`src/rtl/gf_pcpi_initiator.sv`:
```
// gf_pcpi_initiator
//
// CPU-side initiator for the PCPI coprocessor interface. The block takes one
// instruction word and two operands from a command port, presents them to a
// PCPI responder, and waits for pcpi_ready. It then returns the result and a
// status code on a response port. If no responder claims the instruction
// within TIMEOUT_CYCLES valid cycles, the block aborts with NOCLAIM.
//
// Optional feature macro: GF_PCPI_INIT_WATCHDOG_EN
//   When defined, a claimed instruction is also aborted with WATCHDOG status.
//   This happens at valid cycle TIMEOUT_CYCLES + WATCHDOG_CYCLES.
//   When undefined, a claimed instruction waits indefinitely for pcpi_ready.
//
// Handshakes (command and response ports):
//   A transfer happens on a rising clk edge where both valid and ready are
//   high. A producer holds valid and its payload stable until that edge.
//   rsp_valid/rsp_* stay stable until rsp_ready is seen. cmd_ready is high
//   only in IDLE and never while reset is asserted.
//
// Ports:
//   clk, reset               clock; synchronous active-high reset
//   cmd_valid/cmd_ready      command handshake
//   cmd_insn/rs1/rs2 [31:0]  command payload, forwarded unmodified
//   rsp_valid/rsp_ready      response handshake
//   rsp_rd [31:0], rsp_wr    result and write request (rd is 0 unless wr)
//   rsp_status [1:0]         0 OK, 1 NOCLAIM, 2 WATCHDOG
//   pcpi_valid, pcpi_insn/rs1/rs2 [31:0]    PCPI master outputs
//   pcpi_wr, pcpi_rd [31:0], pcpi_wait, pcpi_ready   PCPI responder inputs
//   dbg_state [1:0]          current FSM state (0 IDLE, 1 ISSUE, 2 RESP)

module gf_pcpi_initiator #(
  parameter int TIMEOUT_CYCLES  = 16,
  parameter int WATCHDOG_CYCLES = 1024
) (
  input  logic        clk,
  input  logic        reset,
  input  logic        cmd_valid,
  output logic        cmd_ready,
  input  logic [31:0] cmd_insn,
  input  logic [31:0] cmd_rs1,
  input  logic [31:0] cmd_rs2,
  output logic        rsp_valid,
  input  logic        rsp_ready,
  output logic [31:0] rsp_rd,
  output logic        rsp_wr,
  output logic [1:0]  rsp_status,
  output logic        pcpi_valid,
  output logic [31:0] pcpi_insn,
  output logic [31:0] pcpi_rs1,
  output logic [31:0] pcpi_rs2,
  input  logic        pcpi_wr,
  input  logic [31:0] pcpi_rd,
  input  logic        pcpi_wait,
  input  logic        pcpi_ready,
  output logic [1:0]  dbg_state
);

`ifdef GF_PCPI_INIT_WATCHDOG_EN
  localparam int CNT_MAX = TIMEOUT_CYCLES + WATCHDOG_CYCLES;
`else
  // WATCHDOG_CYCLES stays in the parameter list so both builds share one
  // interface. It does not contribute to the counter range here.
  localparam int CNT_MAX = TIMEOUT_CYCLES + (WATCHDOG_CYCLES * 0);
`endif
  localparam int CW = $clog2(CNT_MAX + 1);

  localparam logic [CW-1:0] K_TIMEOUT = CW'(TIMEOUT_CYCLES);
  localparam logic [CW-1:0] K_MAX     = CW'(CNT_MAX);

  localparam logic [1:0] ST_OK       = 2'd0;
  localparam logic [1:0] ST_NOCLAIM  = 2'd1;
  localparam logic [1:0] ST_WATCHDOG = 2'd2;

  typedef enum logic [1:0] {
    S_IDLE  = 2'd0,
    S_ISSUE = 2'd1,
    S_RESP  = 2'd2
  } state_t;

  state_t          state_q, state_d;
  logic [CW-1:0]   cnt_q;      // current pcpi_valid cycle number k (1-based)
  logic            claimed_q;  // responder showed wait/ready in an earlier cycle

  logic claimed_now;
  logic done_ok;
  logic done_noclaim;
  logic done_wd;
  logic issue_done;

  // Outcome decode for the current ISSUE cycle. A pcpi_ready in the timeout
  // cycle counts as a claim, so it resolves as OK rather than NOCLAIM.
  assign claimed_now  = claimed_q | pcpi_wait | pcpi_ready;
  assign done_ok      = pcpi_ready;
  assign done_noclaim = !claimed_now && (cnt_q == K_TIMEOUT);
`ifdef GF_PCPI_INIT_WATCHDOG_EN
  assign done_wd      = claimed_now && (cnt_q == K_MAX);
`else
  assign done_wd      = 1'b0;
`endif
  assign issue_done   = done_ok | done_noclaim | done_wd;

  // State register
  always_ff @(posedge clk) begin
    if (reset) state_q <= S_IDLE;
    else       state_q <= state_d;
  end

  // Next-state logic
  always_comb begin
    state_d = state_q;
    case (state_q)
      S_IDLE:  if (cmd_valid)  state_d = S_ISSUE;
      S_ISSUE: if (issue_done) state_d = S_RESP;
      S_RESP:  if (rsp_ready)  state_d = S_IDLE;
      default: state_d = S_IDLE;
    endcase
  end

  // FSM outputs
  always_comb begin
    cmd_ready  = 1'b0;
    pcpi_valid = 1'b0;
    rsp_valid  = 1'b0;
    case (state_q)
      S_IDLE:  cmd_ready  = !reset;
      S_ISSUE: pcpi_valid = 1'b1;
      S_RESP:  rsp_valid  = 1'b1;
      default: ;
    endcase
  end

  assign dbg_state = state_q;

  // Command latch, cycle counter, claim flag and response capture
  always_ff @(posedge clk) begin
    if (reset) begin
      pcpi_insn  <= '0;
      pcpi_rs1   <= '0;
      pcpi_rs2   <= '0;
      cnt_q      <= '0;
      claimed_q  <= 1'b0;
      rsp_rd     <= '0;
      rsp_wr     <= 1'b0;
      rsp_status <= ST_OK;
    end else begin
      if (state_q == S_IDLE && cmd_valid) begin
        pcpi_insn <= cmd_insn;
        pcpi_rs1  <= cmd_rs1;
        pcpi_rs2  <= cmd_rs2;
        cnt_q     <= CW'(1);
        claimed_q <= 1'b0;
      end
      if (state_q == S_ISSUE) begin
        claimed_q <= claimed_now;
        if (cnt_q != K_MAX) cnt_q <= cnt_q + CW'(1);
        if (done_ok) begin
          rsp_wr     <= pcpi_wr;
          rsp_rd     <= pcpi_wr ? pcpi_rd : 32'd0;
          rsp_status <= ST_OK;
        end else if (done_noclaim) begin
          rsp_wr     <= 1'b0;
          rsp_rd     <= 32'd0;
          rsp_status <= ST_NOCLAIM;
        end else if (done_wd) begin
          rsp_wr     <= 1'b0;
          rsp_rd     <= 32'd0;
          rsp_status <= ST_WATCHDOG;
        end
      end
    end
  end

endmodule

```
`config.mk`:
```
export PLATFORM = sky130hd
export DESIGN_NAME = gf_pcpi_initiator
export DESIGN_NICKNAME = d
export VERILOG_FILES = /design/src/rtl/gf_pcpi_initiator.sv
export SDC_FILE = /design/constraint.sdc
export NUM_CORES = 1
export LEC_CHECK = 0
export CORE_ASPECT_RATIO = 1.2
export CORE_MARGIN = 5
export CORE_UTILIZATION = 44
export DETAILED_ROUTE_END_ITERATION = 12
export DONT_BUFFER_PORTS = 1
export GPL_TIMING_DRIVEN = 0
export SETUP_SLACK_MARGIN = 0.05
export SLEW_MARGIN = 10
export SYNTH_ARGS = -nofsm -noshare
export SYNTH_HDL_FRONTEND = slang
export SYNTH_SLANG_ARGS = --single-unit
```
`constraint.sdc`:
```
create_clock -name clk -period 1.75 [get_ports clk]
set_input_delay 0.0875 -clock clk [delete_from_list [all_inputs] [get_ports clk]]
set_output_delay 0.0875 -clock clk [all_outputs]
set_load 0.03 [all_outputs]
```
==> metrics.md <==
| Metric | Value |
|---|---|
| Power per Cell Area | around 1200 nW/um2 |
| Core area | about 11000 um2 |
| Number of endpoints with negative hold slack in the final report | 0 |
| Starting DRT DRC Count | between 150 and 200 |
| Post-DR wirelength/cell | 17.8 um |
| Die Y | ~120 um |
| First-pass detailed-route iteration total | 4 |
| Top achievable clock speed | roughly 600 MHz |
| Reg area | approximately 2800 um2 |
| Fill cell instance count of the final layout | roughly 870 |
| All-layer global routing usage | 0.220 |
| Number of buffers added by the clock tree synthesis step | 17 |
| Final routed DRC violation total | 0 |
| Highest cell delay on the worst timing path | 0.42 ns |
| Site Rows | 42 |
| Clk slew on worst S/H paths | approximately 0.060 ns |
| Sequential share of the synthesized area | 0.570 |
| Min-delay src | pcpi_wait |
| Outcome | finished, final reports clean |
| Slack of the worst reg-to-reg path | 0.08 ns |
| Final Max Slew Viols | 0 |
| Worst setup path category | flip-flop to flip-flop |
| Clock tree from TritonCTS | yes |
| Launching element type of the critical path | flip-flop |
| Worst endpoint required time | between 2 and 2.5 ns |
| Cell at the slowest stage of the critical path | sky130_fd_sc_hd__dfxtp_4 |
| Remaining global-route overflow | 0 |
| DR vias/cell | ~5.2 |
| Fraction of layout cells with a size suffix above 1 | 0.132 |
| Placed Instances | 683 |
| Reg-to-reg startpoint | dbg_state[1]$_SDFFE_PP0P_ |
| Final routed wirelength across all metal layers | between 15 and 20 mm |
| Worst ir drop on vdd | 582 uV |
| Worst Reg2Reg Path Length in Cells | 7 |
| Setup crit end kind | flip-flop |
| Register bit total from synthesis | 138 |
| Post-layout minimum cycle time | about 1.7 ns |
| Cell Chain, Critical Path | buf_8 -> nand2b_4 -> inv_6 -> a311oi_4 -> buf_6 -> buf_8 -> a22o_1 |
| Final HPWL from detailed placement | just over 10 mm |
| Placed standard-cell area | approximately 5000 um2 |
| Width of the chip | ~110 um |
| Initial antenna violation count | 0 |
| Number of nets with antenna violations after detailed routing | 0 |
| Worst hold stages | 3 |
| Gp weighted congestion | between 0.8 and 0.9 |
| Largest driver fanout on the critical path | 10 |
| Warnings from Yosys | 0 |
| Period Utilization, post-route | 0.956 |
| Wire length of the first global-routing pass | about 23 mm |
| Number of unique standard cell types used by synthesis | 36 |
| Sink of the worst hold path | rsp_status[0]$_SDFFE_PP0P_ |
| Relative slew slack | 0.581 |
| Synth Cell Area | 4840 um2 |
| Reg-to-reg endpoint | rsp_rd[16]$_SDFFE_PP0P_ |
| Effective utilization at floorplan | 0.443 |
| Clock latency reported for the late side of the worst-skew pair | ~0.4 ns |
| Slew at the pin closest to its max-slew limit | 0.627 ns |
| Arrival time worst endpoint | about 2 ns |
| LEAKAGE | 2.74 nW |
| Area of the multi-input gates | 1860 um2 |
| Setup clock skew after layout | approximately 0.013 ns |
| Clock H-tree levels | 4 |
| Via count of the first global-routing pass | between 4000 and 5000 |
| Number of placed I/O pins | ~270 |
| Die Outline Area | roughly 13000 um2 |
| Per-instance average area after synthesis | ~8.8 um2 |
| Total number of vias | 4480 |
| Quantity of I/O buffers inserted on ports | 0 |
| Final net count | around 850 |
| Hold WC Path Type | input port to flip-flop |
| Cell at the root of the clock tree | sky130_fd_sc_hd__clkbuf_16 |
| Syn_nets | about 700 |
| Largest net degree at the start of global routing | 17 |
| CTS Buffer Depth | 2 |
| Synth-to-Final Area Change | 45.9% |
| Post-Synthesis Cells | between 500 and 600 |
| Max_cap viols | 0 |
| Final standard cell count with taps included and fillers excluded | 854 |
| Final instance area | 7060 um2 |
| Sinks on Clock Net | between 100 and 150 |
| Most used cell along the critical path | sky130_fd_sc_hd__buf_8 |
| Unrepaired setup endpoints after global routing | true |
| Setup-failing EPs final | 0 |
[layer usage]
metal	up-vias	GRT usage	routed length, um
met4	0	0.0831	340
met3	34	0.0825	1490
met1	2062	0.228	5610
met5	-	0	0
met2	225	0.402	7730
li1	2159	-	-
[through the flow]
step / util / setup slack [ns] / TNS (ns) / power, mW / hold WS, ns
2_1_floorplan: - / 0.0638 / 0 / 4.28 / 0.213
3_3_place_gp: 0.458 / -0.122 / -5.91 / 4.43 / 0.218
3_5_place_dp: 0.458 / -0.169 / -10.27 / 4.46 / 0.216
4_1_cts: 0.638 / 0.0511 / 0 / 8.23 / 0.0218
5_1_grt: 0.646 / 0.0284 / 0 / 8.52 / 0.0836
6_report: 0.646 / 0.0769 / 0 / 8.20 / 0.0344
[final cells by class]
type                    count  share of cell area
diodes                      1            0.000354
plain buffers              42              0.0381
clock buffers              19              0.0627
clock inverters            13              0.0204
inverters                   4             0.00283
multi-input cells         367               0.263
flip-flops and latches    138               0.393
well taps                 132              0.0234
repair buffers            138               0.196
[worst max path at each step]
stage	from	to	slack, ns	cells after the start
finish	dbg_state[1]$_SDFFE_PP0P_	rsp_rd[16]$_SDFFE_PP0P_	0.08	7
detailed placement	dbg_state[1]$_SDFFE_PP0P_	pcpi_insn[13]$_SDFFE_PP0P_	-0.17	6
floorplan	dbg_state[0]$_SDFFE_PP0P_	rsp_rd[10]$_SDFFE_PP0P_	0.06	6
global placement	dbg_state[0]$_SDFFE_PP0P_	rsp_rd[5]$_SDFFE_PP0P_	-0.12	6
CTS	dbg_state[1]$_SDFFE_PP0P_	rsp_rd[7]$_SDFFE_PP0P_	0.05	5
global route	dbg_state[1]$_SDFFE_PP0P_	rsp_rd[20]$_SDFFE_PP0P_	0.03	7
[worst max-delay path, delay by kind of cell, from the launching register on]
kind	cells	cell delay (ns)
compound gates	2	0.45
buf+inv	4	0.55
flops	1	0.42
simple gates	1	0.18
[synthesized netlist by cell type]
master	number	share of area
sky130_fd_sc_hd__nor3_2	1	0.0021
sky130_fd_sc_hd__a22o_1	17	0.031
sky130_fd_sc_hd__o211ai_1	1	0.0016
sky130_fd_sc_hd__nand4bb_1	1	0.0023
sky130_fd_sc_hd__a31oi_1	1	0.0013
sky130_fd_sc_hd__nor3b_4	1	0.0039
sky130_fd_sc_hd__nand2b_4	1	0.0028
sky130_fd_sc_hd__clkbuf_1	21	0.016
sky130_fd_sc_hd__or3_1	2	0.0026
sky130_fd_sc_hd__nor3_1	3	0.0031
sky130_fd_sc_hd__buf_6	4	0.0093
sky130_fd_sc_hd__buf_2	13	0.013
sky130_fd_sc_hd__inv_2	1	0.00077
sky130_fd_sc_hd__nand3_1	1	0.0010
sky130_fd_sc_hd__nand3b_1	1	0.0016
sky130_fd_sc_hd__or3b_1	1	0.0018
sky130_fd_sc_hd__nand2_1	197	0.15
sky130_fd_sc_hd__a21oi_1	102	0.11
sky130_fd_sc_hd__nor2b_1	1	0.0013
sky130_fd_sc_hd__nor2_1	1	0.00077
sky130_fd_sc_hd__buf_4	4	0.0062
sky130_fd_sc_hd__dfxtp_1	138	0.57
sky130_fd_sc_hd__a311oi_4	1	0.0054
sky130_fd_sc_hd__and3b_4	1	0.0026
sky130_fd_sc_hd__a22o_2	15	0.031
sky130_fd_sc_hd__a311oi_1	2	0.0036
sky130_fd_sc_hd__ha_1	2	0.0052
sky130_fd_sc_hd__inv_1	3	0.0023
sky130_fd_sc_hd__or4_1	1	0.0016
sky130_fd_sc_hd__conb_1	1	0.00077
sky130_fd_sc_hd__o21ai_0	5	0.0052
sky130_fd_sc_hd__and4bb_2	1	0.0026
sky130_fd_sc_hd__nand2b_1	2	0.0026
sky130_fd_sc_hd__o22ai_1	1	0.0013
sky130_fd_sc_hd__a211oi_1	2	0.0031
sky130_fd_sc_hd__a21o_1	1	0.0016
[kinds of logic after synthesis]
logic type | Yosys count | share of synthesized area
adders and majority gates | 2 | 0.00517
DFF | 138 | 0.570
and+or+nand+nor | 216 | 0.185
AOI/OAI and AO/OA | 148 | 0.190
other | 1 | 0.000774
buffers and inverters | 46 | 0.0483
[what timing repair did]
item | in CTS | in global routing
pin swaps | 2 | 2
cloned | 0 | 1
endpoints found under the setup margin | 135 | 122
buffers inserted | 4 | 1
endpoints found under the hold margin | 133 | 0
hold buffers | 132 | 0
gates resized for setup | 9 | 31
[power by group]
group / switching [mW] / leakage (nW) / total, mW / internal (mW)
Combinational: 0.448 / 1.34 / 0.880 / 0.433
Sequential: 0.488 / 1.13 / 3.82 / 3.33
Clock: 1.36 / 0.276 / 3.50 / 2.15
[placed cells by master, fill, tap and decap left out, types with 2 or more instances in the layout]
cell type	count
sky130_fd_sc_hd__clkinvlp_4	4
sky130_fd_sc_hd__a211oi_1	2
sky130_fd_sc_hd__buf_8	4
sky130_fd_sc_hd__buf_6	5
sky130_fd_sc_hd__a22o_1	17
sky130_fd_sc_hd__clkbuf_16	18
sky130_fd_sc_hd__nor3_2	2
sky130_fd_sc_hd__clkinv_4	2
sky130_fd_sc_hd__nor3_1	2
sky130_fd_sc_hd__clkbuf_1	14
sky130_fd_sc_hd__dlygate4sd3_1	132
sky130_fd_sc_hd__inv_1	3
sky130_fd_sc_hd__nand2b_1	2
sky130_fd_sc_hd__inv_6	4
sky130_fd_sc_hd__or3_1	2
sky130_fd_sc_hd__nand2_1	197
sky130_fd_sc_hd__clkbuf_2	8
sky130_fd_sc_hd__buf_4	7
sky130_fd_sc_hd__clkinv_2	2
sky130_fd_sc_hd__dfxtp_1	134
sky130_fd_sc_hd__buf_2	9
sky130_fd_sc_hd__bufinv_16	2
sky130_fd_sc_hd__a311oi_1	2
sky130_fd_sc_hd__dfxtp_4	3
sky130_fd_sc_hd__a22o_2	15
sky130_fd_sc_hd__o21ai_0	5
sky130_fd_sc_hd__a21oi_1	101
[flip-flops by register name, summed over array words and instances (netlist names)]
signal	cells
dbg_state	2
claimed_q	1
rsp_status	1
pcpi_rs2	32
cnt_q	5
pcpi_rs1	32
rsp_wr	1
rsp_rd	32
pcpi_insn	32
Power figures use the tool's default switching activity.
